$ cat src/rtl/frame_ctl.sv
// frame_ctl: once-per-frame controller for the display pipeline.
// On each rising edge of vertical blank it latches a clamped mouse position,
// detects a left-button click and steps the MENU/PLAY/OVER screen FSM.
// Every output is registered, so the path from vblnk rise to any output is one pclk.
module frame_ctl #(
    parameter int H_MAX       = 1280,
    parameter int V_MAX       = 1024,
    parameter int BTN_X0      = 576,
    parameter int BTN_X1      = 703,
    parameter int BTN_Y0      = 480,
    parameter int BTN_Y1      = 543,
    parameter int PLAY_FRAMES = 3600,
    parameter int OVER_FRAMES = 180
) (
    input  logic        pclk,
    input  logic        rst,
    input  logic        vblnk_in,
    input  logic [11:0] xpos_in,
    input  logic [11:0] ypos_in,
    input  logic        mouse_left_in,
    input  logic        hit_in,
    output logic [11:0] xpos_out,
    output logic [11:0] ypos_out,
    output logic        frame_tick,
    output logic        left_click_out,
    output logic [1:0]  screen_sel,
    output logic [15:0] frame_cnt_out
);

    // Screen encoding doubles as the screen_sel value driven to the output mux.
    typedef enum logic [1:0] {
        ST_MENU = 2'b00,
        ST_PLAY = 2'b01,
        ST_OVER = 2'b10
    } state_t;

    localparam logic [11:0] X_LAST     = 12'(H_MAX - 1);
    localparam logic [11:0] Y_LAST     = 12'(V_MAX - 1);
    localparam logic [11:0] BTN_X_LO   = 12'(BTN_X0);
    localparam logic [11:0] BTN_X_HI   = 12'(BTN_X1);
    localparam logic [11:0] BTN_Y_LO   = 12'(BTN_Y0);
    localparam logic [11:0] BTN_Y_HI   = 12'(BTN_Y1);
    localparam logic [15:0] PLAY_LAST  = 16'(PLAY_FRAMES - 1);
    localparam logic [15:0] OVER_LAST  = 16'(OVER_FRAMES - 1);
    localparam logic [15:0] CNT_SAT    = 16'hFFFF;

    // Registered state
    state_t      r_state;
    logic        r_vblnk_d;
    logic        r_btn_prev;
    logic        r_hit_pend;
    logic [15:0] r_frame_cnt;
    logic [15:0] r_over_cnt;
    logic [11:0] r_xpos;
    logic [11:0] r_ypos;
    logic        r_frame_tick;
    logic        r_left_click;

    // Combinational helpers
    logic        w_tick;
    logic        w_click;
    logic        w_inside;
    logic        w_hit;
    logic [11:0] w_xpos_clamp;
    logic [11:0] w_ypos_clamp;
    state_t      w_state_next;
    logic [15:0] w_frame_cnt_next;
    logic [15:0] w_over_cnt_next;

    // A tick is the first cycle of vertical blank; vblnk_d resets high so a
    // blank already in progress at reset release does not count.
    assign w_tick = vblnk_in & ~r_vblnk_d;

    // Mouse may run past the visible area; pin it to the last visible pixel.
    assign w_xpos_clamp = (xpos_in > X_LAST) ? X_LAST : xpos_in;
    assign w_ypos_clamp = (ypos_in > Y_LAST) ? Y_LAST : ypos_in;

    // Click is a rising level of the button as seen from one frame to the next.
    assign w_click = mouse_left_in & ~r_btn_prev;

    // Start-button hit test uses the clamped position of this tick.
    assign w_inside = (w_xpos_clamp >= BTN_X_LO) && (w_xpos_clamp <= BTN_X_HI) &&
                      (w_ypos_clamp >= BTN_Y_LO) && (w_ypos_clamp <= BTN_Y_HI);

    // A hit arriving exactly on the tick edge must still end the game.
    assign w_hit = r_hit_pend | hit_in;

    // Vertical blank delay register for edge detection.
    always_ff @(posedge pclk or posedge rst) begin
        if (rst) begin
            r_vblnk_d <= 1'b1;
        end else begin
            r_vblnk_d <= vblnk_in;
        end
    end

    // One-cycle strobes that follow the tick edge.
    always_ff @(posedge pclk or posedge rst) begin
        if (rst) begin
            r_frame_tick <= 1'b0;
            r_left_click <= 1'b0;
        end else begin
            r_frame_tick <= w_tick;
            r_left_click <= w_tick & w_click;
        end
    end

    // Frame-stable mouse snapshot and button history, refreshed once per frame.
    always_ff @(posedge pclk or posedge rst) begin
        if (rst) begin
            r_xpos     <= 12'd0;
            r_ypos     <= 12'd0;
            r_btn_prev <= 1'b0;
        end else if (w_tick) begin
            r_xpos     <= w_xpos_clamp;
            r_ypos     <= w_ypos_clamp;
            r_btn_prev <= mouse_left_in;
        end
    end

    // Collision memory for the current frame; only meaningful while playing.
    always_ff @(posedge pclk or posedge rst) begin
        if (rst) begin
            r_hit_pend <= 1'b0;
        end else if (w_tick || (r_state != ST_PLAY)) begin
            r_hit_pend <= 1'b0;
        end else if (hit_in) begin
            r_hit_pend <= 1'b1;
        end
    end

    // Screen FSM state and frame counters.
    always_ff @(posedge pclk or posedge rst) begin
        if (rst) begin
            r_state     <= ST_MENU;
            r_frame_cnt <= 16'd0;
            r_over_cnt  <= 16'd0;
        end else begin
            r_state     <= w_state_next;
            r_frame_cnt <= w_frame_cnt_next;
            r_over_cnt  <= w_over_cnt_next;
        end
    end

    // Next-state and counter logic; nothing moves except on a tick.
    always_comb begin
        w_state_next     = r_state;
        w_frame_cnt_next = r_frame_cnt;
        w_over_cnt_next  = r_over_cnt;
        if (w_tick) begin
            case (r_state)
                ST_MENU: begin
                    if (w_click && w_inside) begin
                        w_state_next     = ST_PLAY;
                        w_frame_cnt_next = 16'd0;
                    end
                end
                ST_PLAY: begin
                    if (w_hit || (r_frame_cnt == PLAY_LAST)) begin
                        // frame_cnt is left as-is so OVER can show the score
                        w_state_next    = ST_OVER;
                        w_over_cnt_next = 16'd0;
                    end else if (r_frame_cnt != CNT_SAT) begin
                        w_frame_cnt_next = r_frame_cnt + 16'd1;
                    end
                end
                ST_OVER: begin
                    if (w_click || (r_over_cnt == OVER_LAST)) begin
                        w_state_next = ST_MENU;
                    end else begin
                        w_over_cnt_next = r_over_cnt + 16'd1;
                    end
                end
                default: begin
                    w_state_next = ST_MENU;
                end
            endcase
        end
    end

    assign xpos_out       = r_xpos;
    assign ypos_out       = r_ypos;
    assign frame_tick     = r_frame_tick;
    assign left_click_out = r_left_click;
    assign screen_sel     = r_state;
    assign frame_cnt_out  = r_frame_cnt;

endmodule
$ cat config.mk
export PLATFORM = sky130hd
export DESIGN_NAME = frame_ctl
export DESIGN_NICKNAME = d
export VERILOG_FILES = /design/src/rtl/frame_ctl.sv
export SDC_FILE = /design/constraint.sdc
export NUM_CORES = 1
export LEC_CHECK = 0
export BUFFER_PORTS_ARGS = -buffer_cell sky130_fd_sc_hd__buf_4
export CAP_MARGIN = 5
export CORE_UTILIZATION = 53
export DETAILED_ROUTE_END_ITERATION = 12
export PLACE_DENSITY = 0.81
export SYNTH_ARGS = -nofsm -noshare
export SYNTH_HDL_FRONTEND = slang
export SYNTH_SLANG_ARGS = --single-unit
$ cat constraint.sdc
create_clock -name pclk -period 2.8 [get_ports pclk]
set_clock_uncertainty 0.15 [all_clocks]
set_input_delay 0.42 -clock pclk [delete_from_list [all_inputs] [get_ports pclk]]
set_output_delay 0.42 -clock pclk [all_outputs]
set_load 0.01 [all_outputs]
==> run summary <==
- vias in the first global route: 2,524
- max-cap violations: 0
- final setup violation count: 0
- first-pass iteration count of the detailed router: 4
- placed wire-length estimate after detailed placement: 5.286 mm
- Cells after DPL: 431
- yosys warns: 0
- Worst Slack Setup Final: 0.3037 ns
- sequential element share of the synthesized area: 0.5217
- most common cell after layout, fill and taps aside: buf_4
- Required @ worst endpoint: 2.87 ns
- buffers added on ports: 72
- CTS Root Cell: clkbuf_8
- run status: finished, final reports clean
- max-slew violation count: 0
- gate count of the mapped netlist: 289
- first-pass GRT wire length: 12.39 mm
- total global routing track utilization: 0.2679
- via count: 2,660
- VDD IR-drop max: 0.0004173 V
- sink count of the clock tree: 63
- Iteration-0 DRC Markers: 167
- total standard cell area after synthesis: 3024 um2
- Lkg Pwr: 1.713 nW
- Worst Path Class, Setup: reg -> reg
- TritonCTS Buffers: 9
- clock latency of the later-clocked register in the worst-skew pair: 0.35 ns
- main flop type after synthesis: dfrtp_1
- H-tree lvl count: 3
- Synth Net Count: 320
- RSZ-0062 raised after global routing: false
- number of diodes added for antenna fixing: 0
- Worst EP arrival: 2.57 ns
- Worst Setup Start Kind: register
- number of primary I/O pins: 73
- post-cts repair resize count: 0
- Total Nets Final: 402
- Setup Slack @ Placement: 0.3143 ns
- final number of hold-violating endpoints: 0
- maximum number of pins on one net before global-route repair: 34
- Die Wd: 77.54 um
- grt ovf: 0
- CP max FO: 12
- final routed wirelength across all metal layers: 7.309 mm
- post-layout minimum cycle time: 2.496 ns
- Starting Density: 0.5492
- share of flip-flops with an asynchronous set or reset after synthesis: 1.000
- Final GP Congestion: 0.8757
- initial antenna violation count: 0
- share of post-route cells with drive strength above 1: 0.3032
- achievable clock frequency: 0.4006 GHz
- core region area: 5507 um2
- number of synthesized register bits: 63
- Die H: 77.54 um
- class of the tightest hold or removal check: in -> reg
- Syn-to-layout area delta: 27.18%
- TritonCTS clock tree: yes
- std cell rows: 27
- routed via count divided by cell count: 5.938
- Worst setup EP type: register
- ANT nets after route: 0
- commonest cells after routing, fill and taps aside: 80 x buf_4, 62 x dfrtp_1, 30 x nand2_1, 20 x nor2_1, 19 x a31oi_1
- post-synthesis cell type count: 54
- setup bufs post-CTS: 0
- sum of negative setup slack: 0 ns
- residual DRC count: 0
- clk slew on worst S/H paths: 0.08 ns
- pwr/cell area: 647.0 nW/um2
- transition at the pin with the smallest max-transition slack: 0.6382 ns
- headroom to the max-slew limit: 0.5717
- number of flops mapped to enable cells by yosys: 0
- wire length per cell after detailed routing: 16.31 um
- buffer levels on the longest clock path: 2
- CP max stage delay: 0.58 ns
- Post-Layout Cell Count: 448
- Final period util: 0.8915
- syn_area_per_cell: 10.46 um2
- cell breakdown of the critical path: or4_1 > or4_4 > a21oi_2 > and2_2 > nor2_1
- master of the slowest instance on the critical path: or4_4
- full die area: 6012 um2
- total power: 2.489 mW
- worst hold slack: 0.04462 ns
[sequential cells by signal, summed over array words and instances, names as in the netlist]
register and count:
frame_tick 1, r_vblnk_d 1, r_hit_pend 1, xpos_out 12
frame_cnt_out 16, left_click_out 1, screen_sel 2, ypos_out 12
r_over_cnt 16, r_btn_prev 1
[final cells by class]
| class | count | area [um2] |
|---|---|---|
| clock inverter | 6 | 45.04 |
| timing repair buffer | 81 | 610.6 |
| clock buffer | 10 | 137.6 |
| sequential | 63 | 1578 |
| fill | 424 | 1660 |
| inverter | 11 | 41.29 |
| tap | 72 | 90.09 |
| multi-input combinational | 205 | 1344 |
[synthesized netlist by cell type (4+ instances only)]
master | number | area (um2)
nand2b_1 | 7 | 43.79
nand3_1 | 10 | 50.05
nor4_1 | 5 | 31.28
a21oi_1 | 4 | 20.02
clkbuf_1 | 5 | 18.77
and2_1 | 6 | 37.54
nor3_1 | 5 | 25.02
nand4_1 | 11 | 68.82
dfrtp_1 | 62 | 1551
inv_1 | 10 | 37.54
xor2_1 | 9 | 78.83
o21ai_0 | 8 | 40.04
nor2_1 | 20 | 75.07
a31oi_1 | 19 | 118.9
nand2_1 | 30 | 112.6
o22a_1 | 18 | 157.7
[where the power goes]
group	total, mW	internal (mW)	switching (mW)
Combinational	0.623	0.293	0.330
Sequential	1.14	1.02	0.124
Clock	0.727	0.347	0.379
Total	2.49	1.66	0.833
[timing repair]
action	4_1_cts	5_1_grt
setup endpoints to repair	0	0
endpoints found under the hold margin	20	0
hold buffers	1	0
[metrics by stage]
step / util / instance area [um2]
2_1_floorplan: - / 3024
3_3_place_gp: 0.6635 / 3654
3_5_place_dp: 0.6635 / 3654
6_report: 0.6985 / 3846
4_1_cts: 0.6985 / 3846
5_1_grt: 0.6985 / 3846
[kinds of logic (layout without fill, tap and decap cells)]
| kind of cell | Yosys count | after routing | share of synthesized area |
|---|---|---|---|
| flip-flops | 63 | 63 | 0.5217 |
| buffers and inverters | 21 | 108 | 0.03392 |
| AND/OR/NAND/NOR | 117 | 117 | 0.2139 |
| adder cells (fa/ha/maj) | 2 | 2 | 0.008273 |
| multiplexers | 3 | 3 | 0.01158 |
| XOR/XNOR | 12 | 12 | 0.03476 |
| AO/OA/AOI/OAI | 71 | 71 | 0.1758 |
[metal layers]
metal | part of all wire | routed length, um | GRT usage
met3 | 0.045 | 330 | 0.05529
met5 | 0 | 0 | 0
met2 | 0.51 | 3722 | 0.4425
met4 | 0.020 | 145 | 0.1170
met1 | 0.43 | 3110 | 0.3401
[worst paths after layout]
path / startpoint / endpoint / slack (ns) / depth (start not counted)
hold reg to reg: xpos_out[10]$_DFFE_PP0P_ / xpos_out[10]$_DFFE_PP0P_ / 0.34 / 2
setup reg to reg: frame_cnt_out[7]$_DFFE_PP0P_ / r_over_cnt[12]$_DFFE_PP0P_ / 0.30 / 5
setup / recovery: frame_cnt_out[7]$_DFFE_PP0P_ / r_over_cnt[12]$_DFFE_PP0P_ / 0.30 / 5
max in group asynchronous: rst / r_vblnk_d$_DFF_PP1_ / 1.29 / 4
hold / removal: vblnk_in / r_vblnk_d$_DFF_PP1_ / 0.04 / 1
min in group asynchronous: rst / xpos_out[0]$_DFFE_PP0P_ / 0.49 / 3
[worst max-delay path, delay by kind of cell, from the launching register on]
| kind | cells | cell delay (ns) |
|---|---|---|
| AO/OA/AOI/OAI | 1 | 0.24 |
| flip-flops | 1 | 0.45 |
| AND/OR/NAND/NOR | 4 | 1.52 |
Note: power is estimated with default switching activity, not from simulation.
